==> src/rtl/simulador_caixa_if.sv <==
// Water-tank plant bundle: valve/draw/fault commands in, level sensors and plant status out.
// The slave side is the plant model; the master side is the controller or the bench.
interface simulador_caixa_if #(
  parameter int NIVEL_W = 8
);
  logic               Ve;
  logic               Consumo;
  logic               Falha_en;
  logic [1:0]         Falha_sel;
  logic               Alta;
  logic               Media;
  logic               Baixa;
  logic [NIVEL_W-1:0] Nivel;
  logic [1:0]         Estado;
  logic               Transbordo;
  logic               Seco;

  modport master (
    output Ve, Consumo, Falha_en, Falha_sel,
    input  Alta, Media, Baixa, Nivel, Estado, Transbordo, Seco
  );

  modport slave (
    input  Ve, Consumo, Falha_en, Falha_sel,
    output Alta, Media, Baixa, Nivel, Estado, Transbordo, Seco
  );
endinterface

==> src/rtl/simulador_caixa.sv <==
// Water-tank plant model: prescaled saturating level, hysteretic level sensors,
// overflow/dry mode FSM and sensor fault injection.
// Ports: clk, reset (async, active high), io (slave side of simulador_caixa_if).
module simulador_caixa #(
  parameter int NIVEL_W      = 8,
  parameter int NIVEL_MAX    = 255,
  parameter int NIVEL_INI    = 0,
  parameter int LIM_BAIXA    = 64,
  parameter int LIM_MEDIA    = 128,
  parameter int LIM_ALTA     = 192,
  parameter int HIST         = 4,
  parameter int TAXA_ENCHE   = 2,
  parameter int TAXA_CONSUMO = 1,
  parameter int DIV_TICK     = 1000
) (
  input  logic clk,
  input  logic reset,
  simulador_caixa_if.slave io
);

  localparam int CNT_W = (DIV_TICK > 1) ? $clog2(DIV_TICK) : 1;
  localparam int DW    = NIVEL_W + 2;

  localparam logic [CNT_W-1:0] CNT_LAST = CNT_W'(DIV_TICK - 1);

  localparam logic signed [DW-1:0] ENCHE   = DW'(TAXA_ENCHE);
  localparam logic signed [DW-1:0] CONSUMO = DW'(TAXA_CONSUMO);
  localparam logic signed [DW-1:0] MAX_S   = DW'(NIVEL_MAX);

  localparam logic [NIVEL_W-1:0] NIV_MAX = NIVEL_W'(NIVEL_MAX);
  localparam logic [NIVEL_W-1:0] NIV_INI = NIVEL_W'(NIVEL_INI);

  // sensor index: 0 Baixa, 1 Media, 2 Alta
  localparam logic [2:0][NIVEL_W-1:0] LIM_SET = {
    NIVEL_W'(LIM_ALTA),
    NIVEL_W'(LIM_MEDIA),
    NIVEL_W'(LIM_BAIXA)
  };
  localparam logic [2:0][NIVEL_W-1:0] LIM_CLR = {
    NIVEL_W'(LIM_ALTA - HIST),
    NIVEL_W'(LIM_MEDIA - HIST),
    NIVEL_W'(LIM_BAIXA - HIST)
  };
  localparam logic [2:0] S_INI = {
    NIVEL_INI >= LIM_ALTA,
    NIVEL_INI >= LIM_MEDIA,
    NIVEL_INI >= LIM_BAIXA
  };

  typedef enum logic [1:0] {
    NORMAL = 2'b00,
    CHEIO  = 2'b01,
    VAZIO  = 2'b10
  } estado_t;

  logic [CNT_W-1:0]   cnt_q, cnt_d;
  logic [NIVEL_W-1:0] nivel_q, nivel_d;
  estado_t            estado_q, estado_d;
  logic               transbordo_q, transbordo_d;
  logic               seco_q, seco_d;
  logic [2:0]         s_q, s_d;
  logic [2:0]         sen_q, sen_d;

  logic               tick;
  logic signed [DW-1:0] delta;
  logic signed [DW-1:0] soma;

  // prescaler
  always_comb begin
    tick  = (cnt_q == CNT_LAST);
    cnt_d = tick ? '0 : cnt_q + 1'b1;
  end

  // level update, saturating at 0 and NIVEL_MAX
  always_comb begin
    delta = '0;
    if (io.Ve) begin
      delta = delta + ENCHE;
    end
    if (io.Consumo) begin
      delta = delta - CONSUMO;
    end
    soma    = $signed({2'b00, nivel_q}) + delta;
    nivel_d = nivel_q;
    if (tick) begin
      if (soma > MAX_S) begin
        nivel_d = NIV_MAX;
      end else if (soma < 0) begin
        nivel_d = '0;
      end else begin
        nivel_d = soma[NIVEL_W-1:0];
      end
    end
  end

  // mode FSM
  always_comb begin
    estado_d = estado_q;
    if (tick) begin
      case (estado_q)
        NORMAL: begin
          if (soma > MAX_S) begin
            estado_d = CHEIO;
          end else if (soma < 0) begin
            estado_d = VAZIO;
          end
        end
        CHEIO: begin
          if (delta < 0) begin
            estado_d = NORMAL;
          end
        end
        VAZIO: begin
          if (delta > 0) begin
            estado_d = NORMAL;
          end
        end
        default: estado_d = NORMAL;
      endcase
    end
    transbordo_d = (estado_d == CHEIO);
    seco_d       = (estado_d == VAZIO);
  end

  // hysteretic sensors; the output register takes the next sensor state so
  // the pins lag Nivel by a single cycle
  always_comb begin
    s_d = s_q;
    for (int i = 0; i < 3; i++) begin
      if (nivel_q >= LIM_SET[i]) begin
        s_d[i] = 1'b1;
      end else if (nivel_q < LIM_CLR[i]) begin
        s_d[i] = 1'b0;
      end
    end
    sen_d = s_d;
    if (io.Falha_en) begin
      unique case (io.Falha_sel)
        2'b00: sen_d[0] = 1'b0;
        2'b01: sen_d[1] = 1'b0;
        2'b10: sen_d[2] = 1'b1;
        2'b11: sen_d[1] = 1'b1;
      endcase
    end
  end

  always_ff @(posedge clk or posedge reset) begin
    if (reset) begin
      cnt_q        <= '0;
      nivel_q      <= NIV_INI;
      estado_q     <= NORMAL;
      transbordo_q <= 1'b0;
      seco_q       <= 1'b0;
      s_q          <= S_INI;
      sen_q        <= S_INI;
    end else begin
      cnt_q        <= cnt_d;
      nivel_q      <= nivel_d;
      estado_q     <= estado_d;
      transbordo_q <= transbordo_d;
      seco_q       <= seco_d;
      s_q          <= s_d;
      sen_q        <= sen_d;
    end
  end

  assign io.Baixa      = sen_q[0];
  assign io.Media      = sen_q[1];
  assign io.Alta       = sen_q[2];
  assign io.Nivel      = nivel_q;
  assign io.Estado     = estado_q;
  assign io.Transbordo = transbordo_q;
  assign io.Seco       = seco_q;

endmodule

==> src/flat_wrapper.sv <==
// flat-port wrapper written by rule: the top's interface ports become plain ports
module simulador_caixa_flat 
#(
  parameter int NIVEL_W      = 8,
  parameter int NIVEL_MAX    = 255,
  parameter int NIVEL_INI    = 0,
  parameter int LIM_BAIXA    = 64,
  parameter int LIM_MEDIA    = 128,
  parameter int LIM_ALTA     = 192,
  parameter int HIST         = 4,
  parameter int TAXA_ENCHE   = 2,
  parameter int TAXA_CONSUMO = 1,
  parameter int DIV_TICK     = 1000
)
  (clk, reset, io_Ve, io_Consumo, io_Falha_en, io_Falha_sel, io_Alta, io_Media, io_Baixa, io_Nivel, io_Estado, io_Transbordo, io_Seco);
  simulador_caixa_if #(.NIVEL_W(NIVEL_W)) io_i ();
  input  logic clk;
  input  logic reset;
  input wire logic [$bits(io_i.Ve)-1:0] io_Ve;
  input wire logic [$bits(io_i.Consumo)-1:0] io_Consumo;
  input wire logic [$bits(io_i.Falha_en)-1:0] io_Falha_en;
  input wire logic [$bits(io_i.Falha_sel)-1:0] io_Falha_sel;
  output wire logic [$bits(io_i.Alta)-1:0] io_Alta;
  output wire logic [$bits(io_i.Media)-1:0] io_Media;
  output wire logic [$bits(io_i.Baixa)-1:0] io_Baixa;
  output wire logic [$bits(io_i.Nivel)-1:0] io_Nivel;
  output wire logic [$bits(io_i.Estado)-1:0] io_Estado;
  output wire logic [$bits(io_i.Transbordo)-1:0] io_Transbordo;
  output wire logic [$bits(io_i.Seco)-1:0] io_Seco;
  assign io_i.Ve = io_Ve;
  assign io_i.Consumo = io_Consumo;
  assign io_i.Falha_en = io_Falha_en;
  assign io_i.Falha_sel = io_Falha_sel;
  assign io_Alta = io_i.Alta;
  assign io_Media = io_i.Media;
  assign io_Baixa = io_i.Baixa;
  assign io_Nivel = io_i.Nivel;
  assign io_Estado = io_i.Estado;
  assign io_Transbordo = io_i.Transbordo;
  assign io_Seco = io_i.Seco;
  simulador_caixa #(.NIVEL_W(NIVEL_W), .NIVEL_MAX(NIVEL_MAX), .NIVEL_INI(NIVEL_INI), .LIM_BAIXA(LIM_BAIXA), .LIM_MEDIA(LIM_MEDIA), .LIM_ALTA(LIM_ALTA), .HIST(HIST), .TAXA_ENCHE(TAXA_ENCHE), .TAXA_CONSUMO(TAXA_CONSUMO), .DIV_TICK(DIV_TICK)) u_core (.clk(clk), .reset(reset), .io(io_i));
endmodule
==> config.mk <==
export PLATFORM = sky130hd
export DESIGN_NAME = simulador_caixa_flat
export DESIGN_NICKNAME = d
export VERILOG_FILES = /design/src/rtl/simulador_caixa_if.sv /design/src/rtl/simulador_caixa.sv /design/src/flat_wrapper.sv
export SDC_FILE = /design/constraint.sdc
export NUM_CORES = 1
export LEC_CHECK = 0
export CORE_MARGIN = 3
export CORE_UTILIZATION = 57
export CTS_BUF_LIST = sky130_fd_sc_hd__clkbuf_4 sky130_fd_sc_hd__clkbuf_8
export DETAILED_ROUTE_END_ITERATION = 10
export PLACE_DENSITY = 0.81
export REMOVE_ABC_BUFFERS = 1
export SLEW_MARGIN = 20
export SYNTH_ARGS = -nofsm -noshare
export SYNTH_HDL_FRONTEND = slang
export SYNTH_SLANG_ARGS = --single-unit
==> constraint.sdc <==
create_clock -name clk -period 3.1 [get_ports clk]
set_clock_uncertainty 0.2 [all_clocks]
set_input_delay 0.31 -clock clk [delete_from_list [all_inputs] [get_ports clk]]
set_output_delay 0.31 -clock clk [all_outputs]
set_load 0.01 [all_outputs]
Word level (Yosys, flattened, before mapping) --
Cells that the tools add are included.
Word-level totals: bits in registers 28
Cells by class: add/subtract/negate cells 3, order comparisons 10, eq/ne operators 8, mux-type cells 21, reductions and logical operators 2
Operator list (number):
- $lt A10 B1 Y1 const B | 2
- $mux W10 | 2
- $ge A8 B8 Y1 const B | 2
- $mux W8 | 2
- $mux W2 | 6
- $add A10 B1 Y10 const B | 1
- $add A9 B10 Y10 | 1
- $eq A10 B10 Y1 const B | 1
- $gt A10 B1 Y1 const B | 1
- $gt A10 B9 Y1 const B | 1
- $eq A2 B2 Y1 const B | 4
- $ge A8 B7 Y1 const B | 1
- $lt A8 B6 Y1 const B | 1
- $lt A8 B7 Y1 const B | 1
- $lt A8 B8 Y1 const B | 1
- $mux W1 | 8
- $eq A2 B1 Y1 const B | 3
- $pmux W2 S3 | 1
- $logic_not A2 Y1 | 2
- $mux W3 | 1
- $sub A2 B1 Y3 const B | 1
- $pmux W1 S2 | 1

Longest topological paths before layout --
word-level depth 10, depth in mapped cells 11, depth with buffers taken out 10

Worst setup path after synthesis --
OpenSTA, ideal clock, no wires.
kind input port to flip-flop, start point input io_Ve, end point register u_core.transbordo_q (netlist: u_core.io.Transbordo), setup time 0.099 ns, arrival 2.320 ns, data required time 2.801 ns, setup slack 0.481 ns, stages 10, cell sequence inv_1 -> ha_1 -> fa_1 -> nor4b_1 -> a221o_1 -> a41oi_1 -> nand2_2 -> buf_6 -> a31oi_1 -> a311oi_1
On the way: cells in the longest elaborated chain, start to end 10
Ends and longest elaborated chain:
- start: declaration | RTL line flat_wrapper.sv:19 | input wire logic [$bits(io_i.Ve)-1:0] io_Ve;
- $mux W2 (*) | RTL line simulador_caixa.sv:77 | if (io.Ve) begin
- $sub A2 B1 Y3 | RTL line simulador_caixa.sv:81 | delta = delta - CONSUMO;
- $mux W10 (*) | RTL line simulador_caixa.sv:80 | if (io.Consumo) begin
- $add A9 B10 Y10 | RTL line simulador_caixa.sv:83 | soma = $signed({2'b00, nivel_q}) + delta;
- $lt A10 B1 Y1 | RTL line simulador_caixa.sv:104 | end else if (soma < 0) begin
- $mux W2 | RTL line simulador_caixa.sv:104
- $mux W2 | RTL line simulador_caixa.sv:102 | if (soma > MAX_S) begin
- $pmux W2 S3 (*) | RTL line simulador_caixa.sv:100 | case (estado_q)
- $mux W2 (*) | RTL line simulador_caixa.sv:99 | if (tick) begin
- $eq A2 B1 Y1 (*) | RTL line simulador_caixa.sv:121 | transbordo_d = (estado_d == CHEIO);
- named net u_core.transbordo_d | RTL line simulador_caixa.sv:59 | logic transbordo_q, transbordo_d;
- end signal: assignment | RTL line simulador_caixa.sv:160 | transbordo_q <= transbordo_d;
- end: declaration | RTL line simulador_caixa.sv:59
Mark *: on every way through the listed nets, which the timed path passes. The rest lies on a longest branch. A chain may end at the register's enable or synchronous reset.

Worst setup path after layout --
start point input io_Ve, end point register u_core.nivel_q[0] (netlist: u_core.io.Nivel[0])
On the way: cells in the longest elaborated chain, start to end 7
Ends and longest elaborated chain:
- $mux W2 (*) | RTL line simulador_caixa.sv:77
- $sub A2 B1 Y3 | RTL line simulador_caixa.sv:81
- $mux W10 (*) | RTL line simulador_caixa.sv:80
- $add A9 B10 Y10 (*) | RTL line simulador_caixa.sv:83
- $lt A10 B1 Y1 | RTL line simulador_caixa.sv:88 | end else if (soma < 0) begin
- $mux W8 | RTL line simulador_caixa.sv:88
- $mux W8 (*) | RTL line simulador_caixa.sv:86 | if (soma > MAX_S) begin
- end signal: assignment | RTL line simulador_caixa.sv:158 | nivel_q <= nivel_d;
- end: declaration | RTL line simulador_caixa.sv:57 | logic [NIVEL_W-1:0] nivel_q, nivel_d;
Every way passes the cells marked *; elsewhere a longest branch is shown, timed or not.

==> metrics.md <==
| Metric | Value |
|---|---|
| Outcome | `finished, final reports clean` |
| Hold Crit Class | `in2async` |
| Max Slew Vio Count | `0` |
| Final min period | `2.96 ns` |
| Share of cells above drive strength 1 | `15.1%` |
| Proportion of power drawn by the clock network | `22.9%` |
| WL/cell | `15.4 microns` |
| Register-to-Register Path Depth | `11` |
| H-tree depth | `1` |
| Syn_area_per_cell | `9.20 sq um` |
| Drt pass-1 iters | `4` |
| Number of synthesized flops with an enable pin | `0` |
| I/O pin total | `22` |
| Cell Int Power | `464 uW` |
| Total number of vias | `1,601` |
| Antenna violations before repair | `0` |
| Max Clock Freq | `337 MHz` |
| Die ar. | `0.00386 sq mm` |
| Std cell rows | `19` |
| Crit. End Element | `flop` |
| Area contributors post-synth | `dfrtp_1 (39%), o21ai_0 (4.7%), ha_1 (4.2%)` |
| Async SR Flop Fraction | `100%` |
| First-pass GRT wire length | `7230 microns` |
| Number of global-route vias before repair | `1,647` |
| Global route overflow | `0` |
| Root Driver | `clkbuf_4` |
| Post-synthesis register bit count | `28` |
| Post-route clock period utilization | `95.6%` |
| Antenna viol nets, final | `0` |
| Post-DP HPWL | `3000 microns` |
| Worst setup path class | `in2reg` |
| Top_reg_cell synth | `dfrtp_1` |
| Post-synthesis cell type count | `55` |
| Util after Layout | `74.8%` |
| Chip Width | `62.1 microns` |
| P_sw | `158 uW` |
| Reg power frac | `59.6%` |
| Arrival @ worst endpoint | `2.96 ns` |
| Max VDD drop | `278 uV` |
| Vias per inst | `6.00` |
| Leakage power | `0.000885 uW` |
| Port Buffer Count | `21` |
| Yosys top cell area share | `39.1%` |
| Total Neg Setup Slack | `0 ns` |
| WL final | `4110 microns` |
| Post-synth top area cell | `dfrtp_1` |
| Slew @ Worst Pin | `0.544 ns` |
| Largest net degree at the start of global routing | `29` |
| Final setup violation count | `0` |
| Yosys warnings | `0` |
| Max cap viols | `0` |
| Required @ worst endpoint | `3.10 ns` |
| Clock latency on the worst-skew pair | `0.32 ns` |
| P per Cell Area | `289 mW/mm^2` |
| Core Box Area | `0.00288 sq mm` |
| Overall power | `622 uW` |
| RR Endpoint | `u_core.io.Nivel[0]$_DFFE_PP0N_` |
| Comb power frac | `17.4%` |
| Relative slew slack | `63.2%` |
| Sequential fraction of the synthesis area | `39.1%` |
| Clock Path Buffers | `2` |
| Clock sink count | `28` |
| Sw frac | `25.4%` |
| CP max FO | `11` |
| First DRT Iteration DRCs | `115` |
| CTS tree | `done` |
| Hold_buf cts | `0` |
| R2R Setup Slk | `0.31 ns` |
| Synth Cell Area | `0.00179 sq mm` |
| GPL Wtd Cong | `0.887` |
| CP startpoint kind | `primary input` |
| Post-Syn Instances | `195` |
| Clk slew on worst S/H paths | `0.14 ns` |
| Layout area overhead | `19.9%` |
| DRC Markers | `0` |
| GR Util All Layers | `22.5%` |
| Die H | `62.1 microns` |
| Reg2reg start | `u_core.io.Nivel[0]$_DFFE_PP0N_` |
| Inserted Diodes | `0` |
| Starting Density | `62.4%` |
| Inserted Clock Buffers | `3` |
| Nets | `241` |
| Hold Fails Final Rpt | `0` |
## sequential cells by signal, summed over array words and instances (netlist names)
signal                flops
u_core.cnt_q             10
u_core.io.Nivel           8
u_core.s_q                3
u_core.sen_q              3
u_core.io.Estado          2
u_core.io.Seco            1
u_core.io.Transbordo      1
## power groups by stage
| stage | combinational (uW) | sequential, uW | clock, uW |
|---|---|---|---|
| floorplan | 57.4 | 378 | 0 |
| global placement | 102 | 378 | 0 |
| detailed placement | 106 | 378 | 0 |
| CTS | 107 | 371 | 148 |
| global route | 119 | 371 | 163 |
| finish | 108 | 371 | 143 |
## logic make-up (layout without fill, tap and decap cells)
logic type	Yosys count	in the layout	share of synthesized area, %
multiplexers	2	2	1.19
AND/OR/NAND/NOR	65	65	19.2
flip-flops	28	28	39.1
adder cells (fa/ha/maj)	7	7	5.30
buffers and inverters	24	54	7.11
XOR/XNOR	12	12	5.86
AO/OA/AOI/OAI	57	57	22.2
## area by class of cell
cell class | count | area [sq um]
Multi-Input combinational cell | 143 | 972
Sequential cell | 28 | 701
Timing Repair Buffer | 39 | 358
Inverter | 12 | 45.0
Tap cell | 42 | 52.6
Clock buffer | 3 | 22.5
Fill cell | 214 | 726
## layout by cell type, fill, tap and decap left out, types with 9 or more instances in the layout
cell type        instances
inv_1                   11
a21oi_1                  9
o21ai_0                 17
dfrtp_1                 28
clkdlybuf4s50_1         21
buf_4                   17
nand2_1                 10
nor2_1                  16
nand3_1                 14
## cell usage after synthesis, types with 2 or more instances
library cell / count
xor2_1: 6
a211oi_1: 3
nand4_1: 2
and2_1: 2
nand4b_1: 2
inv_1: 12
nor4b_1: 2
clkbuf_1: 4
a31o_2: 2
and3_1: 2
o32ai_1: 2
nand3_1: 14
buf_2: 2
o21ai_0: 17
nor4_1: 2
xnor2_1: 6
nor2_1: 16
a21oi_1: 9
nand2_1: 10
nor3_1: 5
dfrtp_1: 28
buf_6: 4
a21boi_0: 2
a21o_1: 2
a31oi_1: 4
ha_1: 6
## per-layer routing
metal	GRT usage, %	share of wire, %	vias up
li1	-	-	771
met1	29.2	45	766
met2	38.8	47	60
met3	4.86	6.7	4
met4	4.42	0.71	0
met5	0	0	-
## timing repair
action	4_1_cts	5_1_grt
endpoints found under the setup margin	0	1
buffers inserted	0	1
resized for setup	0	1
## critical path, cell delays in order
cell             delay, ns
clkdlybuf4s50_1       0.48
inv_1                 0.07
ha_1                  0.31
fa_1                  0.46
nor4b_2               0.30
a221o_1               0.22
a311o_1               0.23
nand2_2               0.16
buf_4                 0.18
o21ai_0               0.16
o21ai_0               0.10
## worst max-delay path by stage
stage                     start                             end  slack, ns  depth (start not counted)
after floorplan           io_Ve  u_core.io.Nivel[7]$_DFFE_PP0N_       0.33                          8
after global placement    io_Ve  u_core.io.Nivel[0]$_DFFE_PP0N_      -0.08                         11
after detailed placement  io_Ve  u_core.io.Nivel[0]$_DFFE_PP0N_      -0.23                         11
after CTS                 io_Ve  u_core.io.Nivel[0]$_DFFE_PP0N_       0.13                         11
after global routing      io_Ve  u_core.io.Nivel[0]$_DFFE_PP0N_      -0.02                         11
final                     io_Ve  u_core.io.Nivel[0]$_DFFE_PP0N_       0.14                         11
## per-stage QoR
stage | hold WS (ns) | setup slack [ns] | instance area (sq um) | cells
after floorplan | 0.175 | 0.327 | 1710 | 183
after global routing | 0.201 | -0.0156 | 2150 | 267
final | 0.147 | 0.137 | 2150 | 267
after CTS | 0.304 | 0.129 | 2140 | 266
after detailed placement | 0.273 | -0.229 | 2110 | 263
after global placement | 0.264 | -0.0839 | 2110 | 263
(Power assumes the default switching activity.)
